==> config.mk <==
export PLATFORM = sky130hd
export DESIGN_NAME = uart_bus_ctrl
export DESIGN_NICKNAME = d
export VERILOG_FILES = /design/src/rtl/uart_pkg.sv /design/src/rtl/uart_status_sync.sv /design/src/rtl/uart_bus_ctrl.sv
export SDC_FILE = /design/constraint.sdc
export NUM_CORES = 1
export LEC_CHECK = 0
export CAP_MARGIN = 20
export CORE_ASPECT_RATIO = 1.2
export CORE_UTILIZATION = 44
export DETAILED_ROUTE_END_ITERATION = 16
export GPL_ROUTABILITY_DRIVEN = 1
export PLACE_DENSITY_LB_ADDON = 0.25
export SLEW_MARGIN = 20
export SYNTH_ARGS = -nofsm -noshare
export SYNTH_HDL_FRONTEND = slang
export SYNTH_SLANG_ARGS = --single-unit
==> constraint.sdc <==
create_clock -name sysclk -period 3.57 [get_ports sysclk]
set_input_delay 0.714 -clock sysclk [delete_from_list [all_inputs] [get_ports sysclk]]
set_output_delay 0.714 -clock sysclk [all_outputs]
set_load 0.01 [all_outputs]
==> src/rtl/uart_pkg.sv <==
// Shared definitions for the UART bus controller: register offsets, CON bit
// positions, TX sequencer state encoding and the CON read-word packer.
package uart_pkg;

    localparam logic [31:0] OFF_TXD = 32'h0000_0000;
    localparam logic [31:0] OFF_RXD = 32'h0000_0004;
    localparam logic [31:0] OFF_CON = 32'h0000_0008;

    localparam int CON_RX_IE   = 0;
    localparam int CON_TX_IE   = 1;
    localparam int CON_RX_DONE = 2;
    localparam int CON_TX_DONE = 3;
    localparam int CON_TX_BUSY = 4;
    localparam int CON_RX_OVF  = 5;
    localparam int CON_TX_ERR  = 6;

    typedef enum logic [1:0] {
        ST_IDLE  = 2'b00,
        ST_START = 2'b01,
        ST_BUSY  = 2'b10
    } tx_state_e;

    function automatic logic [31:0] con_word(
        input logic rx_ie,
        input logic tx_ie,
        input logic rx_done,
        input logic tx_done,
        input logic tx_busy,
        input logic rx_ovf,
        input logic tx_err
    );
        return {25'h000_0000, tx_err, rx_ovf, tx_busy, tx_done, rx_done, tx_ie, rx_ie};
    endfunction

endpackage

==> src/rtl/uart_status_sync.sv <==
// Multi-flop synchronizer for a baud-domain status line; idles high and
// provides one-cycle rise/fall pulses taken after the last synchronizer stage.
module uart_status_sync #(
    parameter int SYNC_STAGES = 2
) (
    input  logic sysclk,
    input  logic rst_n,
    input  logic async_in,
    output logic sync_out,
    output logic rise,
    output logic fall
);

    logic [SYNC_STAGES-1:0] sync_r;
    logic                   prev_r;

    // Shift chain plus one extra flop for edge detection
    always_ff @(posedge sysclk or negedge rst_n) begin
        if (!rst_n) begin
            sync_r <= {SYNC_STAGES{1'b1}};
            prev_r <= 1'b1;
        end else begin
            sync_r <= {sync_r[SYNC_STAGES-2:0], async_in};
            prev_r <= sync_r[SYNC_STAGES-1];
        end
    end

    assign sync_out = sync_r[SYNC_STAGES-1];
    assign rise     = sync_out & ~prev_r;
    assign fall     = ~sync_out & prev_r;

endmodule

==> src/rtl/uart_bus_ctrl.sv <==
// Memory-mapped UART controller: TXD/RXD/CON register decode, one-deep TX
// holding register, start/busy handshake sequencer and RX capture with overflow.
module uart_bus_ctrl
    import uart_pkg::*;
#(
    parameter logic [31:0] BASE_ADDR     = 32'h4000_0018,
    parameter int          SYNC_STAGES   = 2,
    parameter int          START_TIMEOUT = 12000
) (
    input  logic        sysclk,
    input  logic        rst_n,
    input  logic [31:0] addr,
    input  logic [31:0] wdata,
    input  logic        mem_wr,
    input  logic        mem_rd,
    output logic [31:0] rdata,
    input  logic [7:0]  rx_data,
    input  logic        rx_status,
    input  logic        tx_status,
    output logic [7:0]  tx_data,
    output logic        tx_en,
    output logic        irq
);

    localparam logic [31:0] TXD_ADDR = BASE_ADDR + OFF_TXD;
    localparam logic [31:0] RXD_ADDR = BASE_ADDR + OFF_RXD;
    localparam logic [31:0] CON_ADDR = BASE_ADDR + OFF_CON;
    localparam int          CNT_W    = $clog2(START_TIMEOUT + 1);
    localparam logic [CNT_W-1:0] CNT_LAST = CNT_W'(START_TIMEOUT - 1);

    tx_state_e        state_r, state_s;
    logic [CNT_W-1:0] cnt_r, cnt_s;
    logic [7:0]       tx_data_r, tx_data_s, hold_r, hold_s, rx_buf_r, rx_buf_s;
    logic             tx_en_r, tx_en_s, hold_valid_r, hold_valid_s, irq_r, irq_s;
    logic             rx_ie_r, rx_ie_s, tx_ie_r, tx_ie_s, rx_done_r, rx_done_s;
    logic             tx_done_r, tx_done_s, rx_ovf_r, rx_ovf_s, tx_err_r, tx_err_s;
    logic             tx_done_set_s, tx_err_set_s, tx_busy_s;
    logic             wr_txd_s, wr_con_s, rd_rxd_s;
    logic             rx_sync_s, rx_rise_s, rx_fall_s, tx_sync_s, tx_rise_s, tx_fall_s;
    logic             unused_s;

    uart_status_sync #(.SYNC_STAGES(SYNC_STAGES)) u_rx_sync (
        .sysclk(sysclk), .rst_n(rst_n), .async_in(rx_status),
        .sync_out(rx_sync_s), .rise(rx_rise_s), .fall(rx_fall_s)
    );

    uart_status_sync #(.SYNC_STAGES(SYNC_STAGES)) u_tx_sync (
        .sysclk(sysclk), .rst_n(rst_n), .async_in(tx_status),
        .sync_out(tx_sync_s), .rise(tx_rise_s), .fall(tx_fall_s)
    );

    assign unused_s = ^{wdata[31:8], wdata[4], wdata[2], rx_sync_s, rx_fall_s, tx_fall_s};

    // A simultaneous write suppresses the read side-effect
    assign wr_txd_s  = mem_wr & (addr == TXD_ADDR);
    assign wr_con_s  = mem_wr & (addr == CON_ADDR);
    assign rd_rxd_s  = mem_rd & ~mem_wr & (addr == RXD_ADDR);
    assign tx_busy_s = (state_r != ST_IDLE) | hold_valid_r;

    // Read mux, combinational from the address
    always_comb begin
        if (addr == TXD_ADDR) begin
            rdata = {24'h00_0000, tx_data_r};
        end else if (addr == RXD_ADDR) begin
            rdata = {24'h00_0000, rx_buf_r};
        end else if (addr == CON_ADDR) begin
            rdata = con_word(rx_ie_r, tx_ie_r, rx_done_r, tx_done_r, tx_busy_s, rx_ovf_r, tx_err_r);
        end else begin
            rdata = 32'h0000_0000;
        end
    end

    // TX sequencer, holding register and CON/RX next-state logic
    always_comb begin
        state_s       = state_r;
        cnt_s         = cnt_r;
        tx_en_s       = tx_en_r;
        tx_data_s     = tx_data_r;
        hold_s        = hold_r;
        hold_valid_s  = hold_valid_r;
        tx_done_set_s = 1'b0;
        tx_err_set_s  = 1'b0;
        case (state_r)
            ST_IDLE: begin
                if (hold_valid_r) begin
                    tx_data_s    = hold_r;
                    hold_valid_s = 1'b0;
                    tx_en_s      = 1'b1;
                    cnt_s        = {CNT_W{1'b0}};
                    state_s      = ST_START;
                end else if (wr_txd_s) begin
                    tx_data_s = wdata[7:0];
                    tx_en_s   = 1'b1;
                    cnt_s     = {CNT_W{1'b0}};
                    state_s   = ST_START;
                end else begin
                    tx_en_s = 1'b0;
                end
            end
            ST_START: begin
                if (!tx_sync_s) begin
                    tx_en_s = 1'b0;
                    state_s = ST_BUSY;
                end else if (cnt_r == CNT_LAST) begin
                    tx_en_s      = 1'b0;
                    tx_err_set_s = 1'b1;
                    state_s      = ST_IDLE;
                end else begin
                    cnt_s = cnt_r + CNT_W'(1);
                end
            end
            ST_BUSY: begin
                if (tx_rise_s) begin
                    tx_done_set_s = 1'b1;
                    state_s       = ST_IDLE;
                end else begin
                    state_s = ST_BUSY;
                end
            end
            default: begin
                tx_en_s = 1'b0;
                state_s = ST_IDLE;
            end
        endcase

        // Writes that cannot go straight to the sender use the holding register
        if (wr_txd_s && (state_r != ST_IDLE || hold_valid_r)) begin
            if (!hold_valid_s) begin
                hold_s       = wdata[7:0];
                hold_valid_s = 1'b1;
            end else begin
                tx_err_set_s = 1'b1;
            end
        end else begin
            hold_s = hold_s;
        end

        rx_ie_s   = wr_con_s ? wdata[CON_RX_IE] : rx_ie_r;
        tx_ie_s   = wr_con_s ? wdata[CON_TX_IE] : tx_ie_r;
        tx_done_s = tx_done_set_s | (tx_done_r & ~(wr_con_s & wdata[CON_TX_DONE]));
        tx_err_s  = tx_err_set_s | (tx_err_r & ~(wr_con_s & wdata[CON_TX_ERR]));
        rx_done_s = rx_rise_s | (rx_done_r & ~rd_rxd_s);
        rx_ovf_s  = (rx_rise_s & rx_done_r & ~rd_rxd_s) |
                    (rx_ovf_r & ~(wr_con_s & wdata[CON_RX_OVF]));
        rx_buf_s  = rx_rise_s ? rx_data : rx_buf_r;
        irq_s     = (tx_done_s & tx_ie_s) | (rx_done_s & rx_ie_s);
    end

    // State and register update
    always_ff @(posedge sysclk or negedge rst_n) begin
        if (!rst_n) begin
            state_r      <= ST_IDLE;
            cnt_r        <= {CNT_W{1'b0}};
            tx_en_r      <= 1'b0;
            tx_data_r    <= 8'h00;
            hold_r       <= 8'h00;
            hold_valid_r <= 1'b0;
            rx_buf_r     <= 8'h00;
            rx_ie_r      <= 1'b0;
            tx_ie_r      <= 1'b0;
            rx_done_r    <= 1'b0;
            tx_done_r    <= 1'b0;
            rx_ovf_r     <= 1'b0;
            tx_err_r     <= 1'b0;
            irq_r        <= 1'b0;
        end else begin
            state_r      <= state_s;
            cnt_r        <= cnt_s;
            tx_en_r      <= tx_en_s;
            tx_data_r    <= tx_data_s;
            hold_r       <= hold_s;
            hold_valid_r <= hold_valid_s;
            rx_buf_r     <= rx_buf_s;
            rx_ie_r      <= rx_ie_s;
            tx_ie_r      <= tx_ie_s;
            rx_done_r    <= rx_done_s;
            tx_done_r    <= tx_done_s;
            rx_ovf_r     <= rx_ovf_s;
            tx_err_r     <= tx_err_s;
            irq_r        <= irq_s;
        end
    end

    assign tx_en   = tx_en_r;
    assign tx_data = tx_data_r;
    assign irq     = irq_r;

endmodule

Yosys cells after proc, flatten, opt, wreduce, memory -nomap -nowiden
Cells that the tools add are included.

storage, ports and cells
  word-level logic and storage cells = 104
  input port bits = 78
  bits in registers = 55

operators by class
  add/sub/neg operators = 1
  equality and inequality tests = 10
  reduce and logical (&&, ||, !) cells = 11
  bitwise gates (word level) = 32
  muxes and demuxes = 32

operators by type and width
  kind                                                                      count
  32-bit by 31-bit == test with 1-bit output (second input constant)        3
  14-bit two-way mux                                                        4
  32-bit two-way mux                                                        1
  14-bit one-hot mux with 2 select lines                                    1
  8-bit two-way mux                                                         3
  1-bit bitwise AND                                                         17
  1-bit two-way mux                                                         15
  14-bit by 1-bit adder with 14-bit output (second input constant)          1
  14-bit == test (second input constant)                                    1
  2-bit two-way mux                                                         5
  1-bit inverter                                                            9
  2-bit AND reduction                                                       4
  7-bit two-way mux                                                         1
  3-bit inequality test (second input constant)                             2
  1-bit bitwise OR                                                          6
  2-bit one-hot mux with 3 select lines                                     1
  2-bit nonzero test                                                        3
  4-bit AND reduction                                                       1
  1-bit one-hot mux with 3 select lines                                     1
  2-bit by 1-bit == test with 1-bit output (second input constant)          1
  2-bit == test (second input constant)                                     1
  2-bit logical NOT                                                         1
  2-bit by 1-bit inequality test with 1-bit output (second input constant)  1
  2-bit inequality test (second input constant)                             1
  2 further kinds                                                           2

Depth between registers and ports, before layout
  word-level depth = 8
  mapped depth = 8

Hierarchy
A second synthesis with hierarchy kept.

unflattened totals
  cell total of the unflattened synthesis = 296
  area, all modules = 3,086.7 um^2

by module, submodules not included
  module            instances  area an instance (um^2)  cells an instance  sequential area each (um^2)
  uart_bus_ctrl     1          2,899.0                  286                1,226.2
  uart_status_sync  2          93.8                     5                  78.8

Worst setup path after synthesis
OpenSTA, ideal clock, no wires.

  path type = input to output
  start = input port addr[9]
  end = output port rdata[4]
  setup slack = 0.513 ns
  arrival = 2.343 ns
  data required time = 2.856 ns
  stages = 5
  cell sequence = or4_4 > or3_1 > nor3_2 > o21a_1 > a221o_1

between the ends
  cells in the longest elaborated chain, start to end = 4
  elaborated cells between the ends (all ways) = 6
  classes of those cells = eq/ne (3); mux (3)

RTL lines
  element                                     line                 text
  from (decl)                                 uart_bus_ctrl.sv:12  input logic [31:0] addr,
  32-bit by 31-bit == test with 1-bit output  uart_bus_ctrl.sv:66  end else if (addr == CON_ADDR) begin
  7-bit two-way mux                           uart_bus_ctrl.sv:66
  8-bit two-way mux                           uart_bus_ctrl.sv:64  end else if (addr == RXD_ADDR) begin
  32-bit two-way mux (*)                      uart_bus_ctrl.sv:62  if (addr == TXD_ADDR) begin
  to (decl)                                   uart_bus_ctrl.sv:16  output logic [31:0] rdata,

Every way passes the cells marked *; elsewhere a longest branch is shown, timed or not.

Worst setup path in the final report
  start = input port addr[9]
  end = output port rdata[6]

Same word-level chain as after synthesis.

==> summary.txt <==
Clocking
  • CTS root buf: clkbuf_8
  • CTS Buffer Depth: 2
  • TritonCTS clock tree: built
  • CTS Buf Count: 5
  • Clock Pin Slew Worst Setup and Hold Paths: 100 ps
  • Clk Latency, worst-skew pair: 310 ps
  • Post-CTS setup buffer count: 0
  • H-tree depth: 2
  • Clock sinks: 55

GRT
  • Pin count of the biggest net entering global routing: 56
  • Global-route wire length before repair: 11200 µm
  • Total gr overflow: 0
  • Initial antenna violation count: 0
  • Total routing usage reported by global routing: 19.3%
  • Vias in the first global route: 2387

Floorplan
  • Die H: 92.3 µm
  • IO Pins: 120
  • Initial Utilization: 46.1%
  • Core Footprint: 6490 µm²
  • Die area: 7140 µm²
  • Die W: 77.3 µm
  • Row Count: 32

Power
  • Pwr dens: 303 nW/µm²
  • Static Leak: 1.73 nW
  • Peak supply drop: 0.277 mV

Synthesis
  • Post-synthesis cell type count: 53
  • Post-Synthesis Cells: 291
  • Post-synth EDFFs: 0
  • Register area share after synthesis: 46.2%
  • Fraction of registers with async set or reset after synthesis: 100%
  • Syn Area/Cell: 10.3 µm²
  • Seq cells post-synth: 55
  • Top_reg_cell synth: dfrtp_1
  • Mapped Area: 2990 µm²
  • Yosys warns: 0

Worst hold path
  • Worst hold path class: register to register
  • Worst hold start: u_tx_sync.sync_r[0]$_DFF_PN1_

STA
  • Hold Vio Cnt, Final: 0
  • Setup WS post-layout: 69.3 ps
  • Period utilisation layout: 98.1%
  • Final Slew Violations: 0
  • Minimum clock period: 3500 ps
  • Max_slew headroom: 46.6%
  • Worst-Margin Slew: 799 ps
  • Unrepaired setup endpoints after global routing: false
  • Minimum hold slack: 361 ps
  • # setup viols final: 0
  • Max Freq: 286 MHz
  • Clk_skew: 6.02 ps

Run
  • Max Cap Viol: 0

Setup path
  • Worst Path Required: 2860 ps
  • CP Capture Type: output pin
  • Crit path launch type: input pin
  • CP Class: input pin to output pin
  • CP Data Arrival Time: 2790 ps
  • Worst R2R Start: cnt_r[8]$_DFFE_PN0P_
  • Worst-path fanout max: 7
  • Setup crit start: addr[9]

Detailed routing
  • Post-DR vias/cell: 5.31
  • ANT nets after route: 0
  • Overall via count from detail_route: 2455
  • DRT iter0 DRCs: 93
  • Post-Route WL: 6640 µm
  • First-pass iteration count of the detailed router: 4
  • Wirelength per Cell: 14.4 µm
  • DR DRC count: 0

Finish
  • # diodes: 0
  • Layout cells sized above 1: 18.8%
  • Final Non-Filler Cells: 462
  • Area grow syn2layout: 31.9%
  • Layout Nets: 455

Placed design
  • DP Wirelength: 4950 µm
  • Dpl cells: 454
  • Final GP Congestion: 0.869
  • Pre-CTS WS: -352 ps
  • Port-buffer cells: 71

Run status
  • Status: finished clean
==> final cells by class <==
cell class | instances | area [µm²]
fill | 555 | 2540
inverter | 17 | 63.8
timing repair buffer | 91 | 837
multi-input combinational | 206 | 1440
sequential | 55 | 1380
tap | 85 | 106
clock inverter | 3 | 50.0
clock buffer | 5 | 68.8
==> path summary, 6_finish.rpt <==
check | to | slack (ps) | depth (start not counted)
worst max-delay path | rdata[6] | 70 | 8
worst min-delay path | u_tx_sync.sync_r[1]$_DFF_PN1_ | 360 | 0
worst max register to register | cnt_r[7]$_DFFE_PN0P_ | 1230 | 5
worst min register to register | u_tx_sync.sync_r[1]$_DFF_PN1_ | 360 | 0
max in group asynchronous | rx_buf_r[7]$_DFFE_PN0P_ | 2600 | 2
min in group asynchronous | tx_data[1]$_DFFE_PN0P_ | 520 | 2
==> flip-flops by register name, summed over array words and instances (netlist names) <==
register / flops
cnt_r: 14
hold_r: 8
hold_valid_r: 1
irq: 1
rx_buf_r: 8
rx_done_r: 1
rx_ie_r: 1
rx_ovf_r: 1
state_r: 2
tx_data: 8
tx_done_r: 1
tx_en: 1
tx_err_r: 1
tx_ie_r: 1
u_rx_sync.prev_r: 1
u_rx_sync.sync_r: 2
u_tx_sync.prev_r: 1
u_tx_sync.sync_r: 2
==> Yosys cell counts (all sizes together), types with 2 or more instances <==
master / instances / area share, %
or4b: 2 / 0.67
mux2i: 3 / 1.0
nand3b: 2 / 0.50
o21ai: 8 / 1.3
a21oi: 6 / 1.0
a221o: 2 / 0.67
nor4: 6 / 1.8
a31oi: 7 / 1.5
a21boi: 3 / 0.75
dfstp: 6 / 5.3
nand4: 3 / 0.63
a222oi: 3 / 1.0
and4: 2 / 0.59
buf: 25 / 6.2
inv: 17 / 2.1
dfrtp: 49 / 41
nor3: 11 / 2.2
o21a: 6 / 1.5
nand3: 8 / 1.3
and3: 3 / 0.63
mux2: 19 / 7.1
nand2b: 5 / 1.0
nor2: 11 / 1.4
o31ai: 5 / 1.3
nor2b: 4 / 0.84
o22a: 10 / 2.9
a22oi: 3 / 0.75
a2bb2oi: 7 / 2.0
nand2: 20 / 2.5
a41oi: 4 / 1.2
or4: 6 / 1.8
clkbuf: 11 / 1.4
==> stage by stage <==
stage / cell area [µm²] / setup TNS (ps) / util (%) / total power [mW]
2_1_floorplan: 3080 / 0 / - / 0.716
3_3_place_gp: 3810 / -2330 / 58.8 / 0.779
3_5_place_dp: 3810 / -2520 / 58.8 / 0.780
4_1_cts: 3950 / 0 / 60.9 / 1.21
5_1_grt: 3950 / 0 / 60.9 / 1.25
6_report: 3950 / 0 / 60.9 / 1.20
==> critical path: stages <==
cell and delay (ps):
clkdlybuf4s50_1 390, or4_4 550, or4_4 570, nor2_4 100, buf_6 120, nand2_1 50
nand2_1 50, clkdlybuf4s15_1 230
==> layout by cell type, fill, tap and decap left out, types with 5 or more instances in the layout <==
| cell type | count |
|---|---|
| clkdlybuf4s50_1 | 62 |
| dfrtp_1 | 49 |
| conb_1 | 24 |
| nand2_1 | 20 |
| buf_4 | 18 |
| mux2_2 | 17 |
| inv_1 | 16 |
| nor2_1 | 10 |
| o22a_1 | 10 |
| nor3_1 | 9 |
| o21ai_0 | 8 |
| nand3_1 | 8 |
| a2bb2oi_1 | 7 |
| a31oi_1 | 7 |
| o21a_1 | 6 |
| a21oi_1 | 6 |
| dfstp_2 | 6 |
| nand2b_1 | 5 |
| o31ai_1 | 5 |
| clkbuf_8 | 5 |
==> power breakdown <==
part           leakage, nW  switching [mW]  internal, mW
registers            0.693         0.00822         0.642
clock network       0.0607           0.212         0.217
logic                0.973          0.0476        0.0711
==> timing repair <==
item                                    4_1_cts  5_1_grt
pin swaps                                     1        0
gates cloned                                  0        0
hold buffers                                  0        0
endpoints found under the setup margin        8        8
resized for setup                            19       13
==> layer usage <==
layer	GRT usage, %	wire length [µm]
met1	24.6	3000
met2	34.3	3310
met3	3.55	279
met4	3.30	58
met5	0	0
==> cells by family after synthesis <==
family	count (synthesis)	share of synthesized area, %
compound gates	69	17.6
mux	22	8.15
fa+ha+maj	1	0.418
other cells	1	0.125
flops	55	46.2
xor+xnor	1	0.293
buf+inv	53	9.70
simple gates	89	17.5
Note: power is estimated with default switching activity, not from simulation.
